==> config.mk <==
export PLATFORM = sky130hd
export DESIGN_NAME = regwb_arb
export DESIGN_NICKNAME = d
export VERILOG_FILES = /design/src/rtl/regwb_arb.sv
export SDC_FILE = /design/constraint.sdc
export NUM_CORES = 1
export LEC_CHECK = 0
export CAP_MARGIN = 10
export CORE_MARGIN = 3
export CORE_UTILIZATION = 50
export DETAILED_ROUTE_END_ITERATION = 8
export GPL_TIMING_DRIVEN = 0
export PLACE_DENSITY = 0.8
export REMOVE_ABC_BUFFERS = 1
export SYNTH_ARGS = -nofsm -noshare
export SYNTH_HDL_FRONTEND = slang
export SYNTH_SLANG_ARGS = --single-unit
==> constraint.sdc <==
create_clock -name clk -period 12.8 [get_ports clk]
set_input_delay 1.92 -clock clk [delete_from_list [all_inputs] [get_ports clk]]
set_output_delay 1.92 -clock clk [all_outputs]
set_load 0.05 [all_outputs]
==> src/rtl/regwb_arb.sv <==
// regwb_arb: register-file write-port arbiter that merges pipeline writeback with buffered long-latency results.
// Define REGWB_STATS_EN to build the cnt_lu_wr / cnt_kill statistics counters; otherwise both outputs are tied to 0.
module regwb_arb #(
  parameter int DEPTH      = 4,
  parameter int STARVE_MAX = 8
) (
  input  logic        clk,
  input  logic        reset,
  input  logic        pl_regwrite,
  input  logic [4:0]  pl_wrreg,
  input  logic [31:0] pl_wrdata,
  input  logic        lu_valid,
  input  logic [4:0]  lu_wrreg,
  input  logic [31:0] lu_wrdata,
  output logic        lu_ready,
  output logic        regwrite,
  output logic [4:0]  wrreg,
  output logic [31:0] wrdata,
  output logic [31:0] pend,
  output logic        stall_req,
  output logic [31:0] cnt_lu_wr,
  output logic [31:0] cnt_kill
);
  localparam int AW = $clog2(DEPTH);
  localparam int SW = $clog2(STARVE_MAX + 1);

  logic [4:0]       r_reg  [DEPTH];
  logic [31:0]      r_data [DEPTH];
  logic [DEPTH-1:0] r_live;
  logic [AW:0]      r_wptr;
  logic [AW:0]      r_rptr;
  logic [SW-1:0]    r_starve;

  logic             w_empty;
  logic             w_full;
  logic             w_busy;
  logic             w_push;
  logic             w_push_dead;
  logic             w_pop;
  logic             w_head_live;
  logic [AW-1:0]    w_widx;
  logic [AW-1:0]    w_ridx;
  logic [DEPTH-1:0] w_kill;
  logic [DEPTH-1:0] w_live_nxt;

  assign w_widx      = r_wptr[AW-1:0];
  assign w_ridx      = r_rptr[AW-1:0];
  assign w_empty     = (r_wptr == r_rptr);
  assign w_full      = (r_wptr[AW] != r_rptr[AW]) && (w_widx == w_ridx);
  assign lu_ready    = !w_full;
  assign w_busy      = pl_regwrite && (pl_wrreg != 5'd0);
  assign w_push      = lu_valid && lu_ready && (lu_wrreg != 5'd0);
  // A same-cycle pipeline write to the same register is younger, so the pushed value is born dead.
  assign w_push_dead = w_busy && (lu_wrreg == pl_wrreg);
  assign w_pop       = !w_busy && !w_empty;
  assign w_head_live = r_live[w_ridx];

  // Live bits of unoccupied slots are always 0, so the kill match needs no occupancy window.
  always_comb begin
    // NOTE: every always_comb output gets a default first so no path leaves it unassigned and infers a latch.
    w_kill = '0;
    for (int i = 0; i < DEPTH; i++) begin
      w_kill[i] = w_busy && r_live[i] && (r_reg[i] == pl_wrreg);
    end
  end

  always_comb begin
    w_live_nxt = r_live & ~w_kill;
    if (w_pop)  w_live_nxt[w_ridx] = 1'b0;
    if (w_push) w_live_nxt[w_widx] = !w_push_dead;
  end

  always_comb begin
    pend = '0;
    for (int i = 0; i < DEPTH; i++) begin
      if (r_live[i]) pend[r_reg[i]] = 1'b1;
    end
    pend[0] = 1'b0;
  end

  // NOTE: the payload array has no reset; occupancy is fully described by the pointers and live bits.
  always_ff @(posedge clk) begin
    if (w_push) begin
      r_reg[w_widx]  <= lu_wrreg;
      r_data[w_widx] <= lu_wrdata;
    end
  end

  always_ff @(posedge clk) begin
    // NOTE: sequential state uses non-blocking assignments so every register samples pre-edge values.
    if (reset) begin
      r_wptr <= '0;
      r_rptr <= '0;
      r_live <= '0;
    end else begin
      r_live <= w_live_nxt;
      if (w_push) r_wptr <= r_wptr + (AW+1)'(1);
      if (w_pop)  r_rptr <= r_rptr + (AW+1)'(1);
    end
  end

  always_ff @(posedge clk) begin
    if (reset) begin
      r_starve <= '0;
    end else if (w_empty || w_pop) begin
      r_starve <= '0;
    end else if (r_starve < SW'(STARVE_MAX)) begin
      r_starve <= r_starve + SW'(1);
    end
  end

  assign stall_req = (r_starve >= SW'(STARVE_MAX));

  // Address and data hold when the slot is idle or a dead head is dropped.
  always_ff @(posedge clk) begin
    if (reset) begin
      regwrite <= 1'b0;
      wrreg    <= '0;
      wrdata   <= '0;
    end else if (w_busy) begin
      regwrite <= 1'b1;
      wrreg    <= pl_wrreg;
      wrdata   <= pl_wrdata;
    end else if (w_pop && w_head_live) begin
      regwrite <= 1'b1;
      wrreg    <= r_reg[w_ridx];
      wrdata   <= r_data[w_ridx];
    end else begin
      regwrite <= 1'b0;
    end
  end

`ifdef REGWB_STATS_EN
  logic [31:0]   r_cnt_lu_wr;
  logic [31:0]   r_cnt_kill;
  logic [AW+1:0] w_kill_num;

  always_comb begin
    w_kill_num = '0;
    for (int i = 0; i < DEPTH; i++) begin
      w_kill_num = w_kill_num + {{(AW+1){1'b0}}, w_kill[i]};
    end
    if (w_push && w_push_dead) w_kill_num = w_kill_num + (AW+2)'(1);
  end

  always_ff @(posedge clk) begin
    if (reset) begin
      r_cnt_lu_wr <= '0;
      r_cnt_kill  <= '0;
    end else begin
      if (w_pop && w_head_live) r_cnt_lu_wr <= r_cnt_lu_wr + 32'd1;
      r_cnt_kill <= r_cnt_kill + 32'(w_kill_num);
    end
  end

  assign cnt_lu_wr = r_cnt_lu_wr;
  assign cnt_kill  = r_cnt_kill;
`else
  assign cnt_lu_wr = '0;
  assign cnt_kill  = '0;
`endif

endmodule

==> results.txt, run 1 <==
later-pin clock latency in the skew report - 0.49 ns
Slew Viols, Final - 0
Max VDD drop - 0.125 mV
Multi-input gate area - 3610 sq um
family with the most delay on the worst path - buffers and inverters
Worst Tran Pin Value - 0.844 ns
via count - 6,284
routed wire length - 21,900 um
vias in the first global route - 6,294
library cells used by synthesis - 47
Avg Synthesized Cell Area - 14.0 sq um
Yosys reg bits - 202
startpoint types - flop
CP Max Fanout - 9
die height - 145 um
# rows - 50
total die area - 21,000 sq um
Hold Crit Class - flop to flop
Clock Sink Count - 202
layout cell share with drive strength beyond 1 - 0.174
Slew HR - 0.435
CTS Buf Count - 20
top_reg_cell synth - edfxtp_1
post-synthesis cell type with the largest combined area - edfxtp_1
placed wire-length estimate - 15,100 um
register area - 5530 sq um
Post-Synth Simple-Gate Area - 0.107
post-layout min period - 4.78 ns
Iteration-0 DRC Markers - 442
CTS tree - built
max FFs per register - 128
WL per Instance - 19.9 um
root buffer cell - clkbuf_16
Util after Layout - 0.630
TNS Setup - 0 ns
worst-path cell chain - nor3b_1 > a22oi_1 > o221ai_1 > clkdlybuf4s50_1
Adder-Cell Fraction of Synth Area - 0.0129
R2R depth - 6
Crit-path slowest cell - clkdlybuf4s50_1
Hold Fails Final Rpt - 0
Crit Path Class - flop to primary output
Hold Buf Count CTS - 0
post-synth top area share - 0.460
final-stage net count - 911
Leak - 4.02 nW
largest net degree at the start of global routing - 38
skew final - 0.0176 ns
Mapped Area - 9670 sq um
I/O pins - 214
post-synthesis mux area share - 0.0895
I/O Buffers - 148
floorplan core area - 18,800 sq um
gp weighted congestion - 0.924
Die Wd - 145 um
via/cell ratio - 5.73
DRC violations left - 0
CP max stage delay - 0.85 ns
Synth Area in XOR/XNOR - 0.0317
number of enable flip-flop cells after synthesis - 148
pwr dens - 143 nW/um^2
Post-CTS Setup Bufs - 0
sequential area share after synthesis - 0.571
async set-reset flop share out of synthesis - 0
Max-Cap Viols - 0
logic depth of the worst path, buffers included - 4
Clock Path Buffers - 3
Final Setup Violations - 0
hold path depth - 1
commonest non-fill, non-tap cells in the layout - 148 x clkdlybuf4s50_1, 148 x edfxtp_1, 65 x conb_1
GR Overflow Total - 0
initial antenna violation count - 0
CP bufs+invs - 1
Initial Util - 0.513
post-synthesis compound-gate area fraction - 0.105
gr usage total - 0.199
first-pass GRT wire length - 34,100 um
ant diodes - 0
post-CTS sizing - 0
RSZ-0062 raised after global routing - no
maximum achievable frequency - 209 MHz
Arr. time, crit path - 2.86 ns
crit end category - primary output
Clock Pin Slew Worst Setup and Hold Paths - 0.06 ns
top post-synthesis cells by area - edfxtp_1 46%, dfxtp_1 11%, mux4_2 8.9%
post-route ant nets - 0
Yosys warnings - 0
status - finished clean
share of the cycle needed by the critical path after routing - 0.374
CTS H-tree lvls - 1
Critical Path RT - 10.88 ns
Syn-to-layout area delta - 22.6%
Fillers - 1,390
combinational family with the most area after synthesis - simple AND/OR/NAND/NOR gates
Pre-antenna DRT Iters - 5
Synth Instances - 693
-- stage by stage --
stage	cell area [sq um]	setup slack, ns	cells	hold slack [ns]	power [mW]
global route	11900	7.85	1097	0.501	1.76
floorplan	9150	7.19	642	0.485	1.02
global placement	11000	4.00	1050	0.471	1.13
finish	11900	8.02	1097	0.481	1.70
CTS	11900	8.04	1097	0.488	1.72
detailed placement	11200	7.97	1061	0.470	1.13
-- worst paths after layout --
check	from	endpoint	slack [ns]
worst min-delay path	wrreg[4]	wrreg[4]	0.48
worst max register to register	r_rptr[0]	r_data[3][15]	10.27
worst min register to register	wrreg[4]	wrreg[4]	0.48
worst max-delay path	r_live[0]	pend[20]	8.02
-- power by group --
| group | switching [mW] | internal, mW |
|---|---|---|
| Combinational | 0.174 | 0.149 |
| Sequential | 0.0487 | 0.746 |
| Clock | 0.232 | 0.352 |
-- per-layer routing --
| layer | part of all wire | global-route usage |
|---|---|---|
| met5 | 0 | 0 |
| met2 | 0.48 | 0.335 |
| met3 | 0.11 | 0.0497 |
| met1 | 0.39 | 0.261 |
| met4 | 0.019 | 0.0522 |
-- cell type report --
| cell class | count | area share |
|---|---|---|
| sequential | 202 | 0.467 |
| clock inverter | 9 | 0.00802 |
| timing repair buffer | 159 | 0.142 |
| tap | 260 | 0.0274 |
| multi-input combinational | 429 | 0.304 |
| clock buffer | 27 | 0.0479 |
| inverter | 11 | 0.00348 |
-- worst register-to-register path, cell delays in order (launching register included) --
cell,delay (ns)
dfxtp_1,0.47
xor2_1,0.27
nor3_1,0.16
nor3b_2,0.73
buf_8,0.24
buf_6,0.17
buf_6,0.18
-- cell families after synthesis --
| group | count (synthesis) |
|---|---|
| buf+inv | 126 |
| simple gates | 162 |
| mux | 39 |
| other cells | 1 |
| flops | 202 |
| compound gates | 118 |
| xor+xnor | 35 |
| fa+ha+maj | 10 |
-- cells in the mapped netlist (7+ instances only) --
cell type and n:
edfxtp_1 148, buf_4 66, dfxtp_1 54, mux4_2 38, a221o_1 35, clkbuf_1 35
nor2b_2 30, nor2_1 25, o221ai_1 21, xnor2_1 19, a22oi_1 18, nand2_1 16
xor2_1 16, a221o_2 14, nand3_1 12, nor3b_1 12, inv_1 11, ha_1 10
nor3_1 9, o22ai_1 9, nand3b_1 8, a21oi_1 7, and3b_1 7, or3b_2 7
No activity file was read; power rests on OpenSTA's default activity.
==> run 2, diff against run 1 <==
--- a/config.mk
+++ b/config.mk
@@ -7,10 +7,10 @@
 export LEC_CHECK = 0
 export CAP_MARGIN = 10
 export CORE_MARGIN = 3
-export CORE_UTILIZATION = 50
+export CORE_UTILIZATION = 46
 export DETAILED_ROUTE_END_ITERATION = 8
 export GPL_TIMING_DRIVEN = 0
-export PLACE_DENSITY = 0.8
+export PLACE_DENSITY = 0.78
 export REMOVE_ABC_BUFFERS = 1
 export SYNTH_ARGS = -nofsm -noshare
 export SYNTH_HDL_FRONTEND = slang
==> constraint.sdc (replaced) <==
create_clock -name clk -period 4 [get_ports clk]
set_input_delay 0.6 -clock clk [delete_from_list [all_inputs] [get_ports clk]]
set_output_delay 0.6 -clock clk [all_outputs]
set_load 0.05 [all_outputs]
==> results.txt, run 2 (same netlist as run 1, synthesis figures left out) <==
status - finished clean
I/O pins - 214
CP Max Fanout - 11
max FFs per register - 128
Worst Tran Pin Value - 0.804 ns
Initial Util - 0.473
Gate power share - 0.186
Iteration-0 DRC Markers - 415
power consumption - 5.55 mW
# rows - 52
Cell Int Power - 4.03 mW
final-stage net count - 912
startpoint types - flop
non-filler cells, final - 1,109
Hold Fails Final Rpt - 0
Endpoint, Worst Hold - wrdata[11]
die height - 151 um
hold path depth - 1
root buffer cell - clkbuf_16
WL per Instance - 20.8 um
Crit Path Class - flop to primary output
Net Sw Power - 1.51 mW
placed cell count - 1,071
RR Endpoint - wrdata[14]
CTS Buf Count - 21
reg2reg setup slack - 1.43 ns
Die Wd - 151 um
pwr dens - 466 nW/um^2
TNS Setup - 0 ns
CTS tree - built
initial antenna violation count - 1
Arr. time, crit path - 2.92 ns
hold path startpoint - wrdata[11]
post-route ant nets - 0
largest net degree at the start of global routing - 38
Fillers - 1,623
Hold Crit Class - flop to flop
Critical Path RT - 3.40 ns
Hold Buf Count CTS - 0
post-layout min period - 3.52 ns
R2R Path Start - r_rptr[1]
I/O Buffers - 148
GR Overflow Total - 0
placed wire-length estimate - 16,100 um
Pre-antenna DRT Iters - 5
maximum achievable frequency - 284 MHz
later-pin clock latency in the skew report - 0.49 ns
vias in the first global route - 6,287
post-CTS sizing - 0
sw frac - 0.273
layout cell share with drive strength beyond 1 - 0.175
Final Setup Violations - 0
first-pass GRT wire length - 35,500 um
Clock Path Buffers - 3
routed wire length - 23,100 um
Slew Viols, Final - 0
Clock Sink Count - 202
Slew HR - 0.464
gr usage total - 0.200
gp weighted congestion - 0.952
Post-CTS Setup Bufs - 0
crit end category - primary output
R2R depth - 6
DRC violations left - 0
total die area - 22,800 sq um
pre-CTS WS - 0.437 ns
commonest non-fill, non-tap cells in the layout - 148 x clkdlybuf4s50_1, 148 x edfxtp_1, 65 x conb_1
worst hold slack - 0.486 ns
Max-Cap Viols - 0
via count - 6,170
Clock Power Share - 0.353
Clock Pin Slew Worst Setup and Hold Paths - 0.06 ns
Leak - 4.03 nW
Syn-to-layout area delta - 23.1%
RSZ-0062 raised after global routing - no
share of the cycle needed by the critical path after routing - 0.879
Max VDD drop - 0.340 mV
sequential share of power - 0.460
floorplan core area - 20,400 sq um
final worst slack - 0.485 ns
ant diodes - 0
via/cell ratio - 5.56
skew final - 0.00768 ns
CTS H-tree lvls - 1
[run 2: routing by layer]
layer  GRT usage  vias to the layer above  share of wire
met5           0                        -        0.00052
met4      0.0485                        2          0.014
met3      0.0392                       34          0.087
met2       0.334                      283           0.48
met1       0.272                     3032           0.41
li1            -                     2819              -
[run 2: layout make-up]
class                   count  area [sq um]  area share
inverters                  11          41.3     0.00347
clock inverters            14           163      0.0137
well taps                 270           338      0.0284
flip-flops and latches    202          5530       0.465
repair buffers            159          1690       0.142
clock buffers              24           537      0.0451
multi-input cells         429          3610       0.303
[run 2: per-stage QoR]
step / utilization / cell area [sq um]
2_1_floorplan: - / 9150
3_3_place_gp: 0.537 / 11000
3_5_place_dp: 0.548 / 11200
4_1_cts: 0.583 / 11900
5_1_grt: 0.583 / 11900
6_report: 0.583 / 11900
[run 2: worst max-delay path: stages (launching register included)]
cell and delay [ns]:
edfxtp_1 0.60, nor3b_1 0.63, inv_1 0.10, o22ai_1 0.15, a221o_1 0.15, clkdlybuf4s50_1 0.80
[run 2: power groups by stage]
stage	registers, mW	clock network (mW)	logic, mW
floorplan	2.69	0	0.589
global placement	2.61	0	1.00
detailed placement	2.60	0	1.04
CTS	2.56	2.00	1.04
global route	2.58	2.08	1.09
finish	2.55	1.96	1.03
[run 2: how the worst max path moves through the flow]
stage / start / to / slack, ns / depth (start not counted)
final: r_reg[2][3] / pend[17] / 0.48 / 5
after global routing: r_reg[0][0] / pend[28] / 0.38 / 4
after CTS: r_reg[2][3] / pend[17] / 0.56 / 5
after detailed placement: pl_wrreg[1] / wrdata[14] / 0.44 / 7
after global placement: lu_wrreg[0] / r_live[3] / -3.32 / 5
after floorplan: lu_wrreg[1] / r_live[3] / -0.29 / 4
==> run 3, diff against run 2 <==
--- a/config.mk
+++ b/config.mk
@@ -12,6 +12,8 @@
 export GPL_TIMING_DRIVEN = 0
 export PLACE_DENSITY = 0.78
 export REMOVE_ABC_BUFFERS = 1
+export SKIP_CTS_REPAIR_TIMING = 1
+export SLEW_MARGIN = 20
 export SYNTH_ARGS = -nofsm -noshare
 export SYNTH_HDL_FRONTEND = slang
 export SYNTH_SLANG_ARGS = --single-unit
==> results.txt, run 3 (same netlist as run 1, synthesis figures left out) <==
hold path depth - 1
GR Overflow Total - 0
Initial Util - 0.473
layer with the highest usage - met2
placed wire-length estimate - 16,100 um
routed wire length - 23,400 um
placed inst area - 11,200 sq um
Critical Path RT - 3.40 ns
ant diodes - 0
root buffer cell - clkbuf_16
Die Wd - 151 um
CP bufs+invs - 2
share of the cycle needed by the critical path after routing - 0.871
Iteration-0 DRC Markers - 487
reg2reg setup slack - 1.54 ns
Pre-antenna DRT Iters - 5
Crit Path Class - flop to primary output
commonest non-fill, non-tap cells in the layout - 148 x clkdlybuf4s50_1, 148 x edfxtp_1, 65 x conb_1
RR Endpoint - wrdata[14]
skew final - 0.00983 ns
RSZ-0062 raised after global routing - no
gp weighted congestion - 0.952
pwr dens - 478 nW/um^2
M1 GR Usage - 0.268
Worst Tran Pin Value - 0.881 ns
WL per Instance - 21.0 um
pre-CTS WS - 0.501 ns
Hold Fails Final Rpt - 0
register area - 5530 sq um
Max VDD drop - 0.346 mV
post-route ant nets - 0
DRC violations left - 0
CTS Buf Count - 22
Clock Sink Count - 202
worst-path cell chain - nor3b_1 > inv_1 > o22ai_1 > a221o_1 > clkdlybuf4s50_1
Clock Pin Slew Worst Setup and Hold Paths - 0.06 ns
Endpoint, Worst Hold - wrdata[23]
vias in the first global route - 6,257
later-pin clock latency in the skew report - 0.49 ns
CP startpoint - r_reg[2][3]
final-stage net count - 914
Syn-to-layout area delta - 23.9%
Crit-path slowest cell - clkdlybuf4s50_1
total die area - 22,800 sq um
first-pass GRT wire length - 35,800 um
Arr. time, crit path - 2.88 ns
Hold Crit Class - flop to flop
Final Setup Violations - 0
Leak - 4.07 nW
GR Util met3 - 0.0452
crit end category - primary output
family with the most delay on the worst path - buffers and inverters
Slew Viols, Final - 0
status - finished clean
R2R Path Start - r_rptr[1]
CP Max Fanout - 11
die height - 151 um
Fillers - 1,633
via/cell ratio - 5.62
largest net degree at the start of global routing - 38
placed cell count - 1,072
maximum achievable frequency - 287 MHz
Max-Cap Viols - 0
final instance area - 12,000 sq um
I/O pins - 214
initial antenna violation count - 1
worst hold slack - 0.489 ns
floorplan core area - 20,400 sq um
post-layout min period - 3.48 ns
CTS tree - built
hold path startpoint - wrdata[23]
I/O Buffers - 148
max FFs per register - 128
layout cell share with drive strength beyond 1 - 0.182
Slew HR - 0.410
Clock Path Buffers - 3
final worst slack - 0.516 ns
gr usage total - 0.202
# rows - 52
Multi-input gate area - 3610 sq um
via count - 6,249
R2R depth - 5
startpoint types - flop
non-filler cells, final - 1,112
CP max stage delay - 0.80 ns
power consumption - 5.73 mW
CTS H-tree lvls - 1
grt met2 use - 0.344
==> run 3: worst max-delay path by stage <==
stage / end / slack (ns) / depth (start not counted)
final: pend[17] / 0.52 / 5
after floorplan: r_live[3] / -0.29 / 4
after CTS: pend[16] / 0.50 / 4
after global routing: pend[4] / 0.40 / 4
after detailed placement: wrdata[26] / 0.50 / 7
after global placement: r_live[3] / -3.32 / 5
==> run 3: where the power goes <==
group / internal, mW / leakage, nW / switching (mW)
registers: 2.39 / 1.80 / 0.127
logic: 0.487 / 1.90 / 0.606
clock network: 1.28 / 0.369 / 0.837
total: 4.16 / 4.07 / 1.57
==> run 3: through the flow <==
stage                     utilization  setup TNS, ns
after floorplan                     -          -9.71
after global placement          0.537        -142.29
after detailed placement        0.548              0
after CTS                       0.586              0
after global routing            0.586              0
final                           0.586              0
==> run 3: worst reg2reg max path: stages, from the launching register on <==
cell and delay [ns]:
dfxtp_1 0.47, mux4_2 0.54, o31ai_1 0.13, or3_4 0.66
and2b_1 0.30, a221o_1 0.26
==> run 3: layer usage <==
layer | routed length, um | vias up
met5 | 12 | -
met4 | 323 | 2
met3 | 2040 | 36
met2 | 11500 | 308
met1 | 9500 | 3075
li1 | - | 2828
==> run 3: area by class of cell <==
cell class | count | area share
inverter | 11 | 0.00345
multi-input combinational | 429 | 0.302
clock inverter | 14 | 0.0149
timing repair buffer | 160 | 0.140
sequential | 202 | 0.462
tap | 270 | 0.0282
clock buffer | 26 | 0.0498
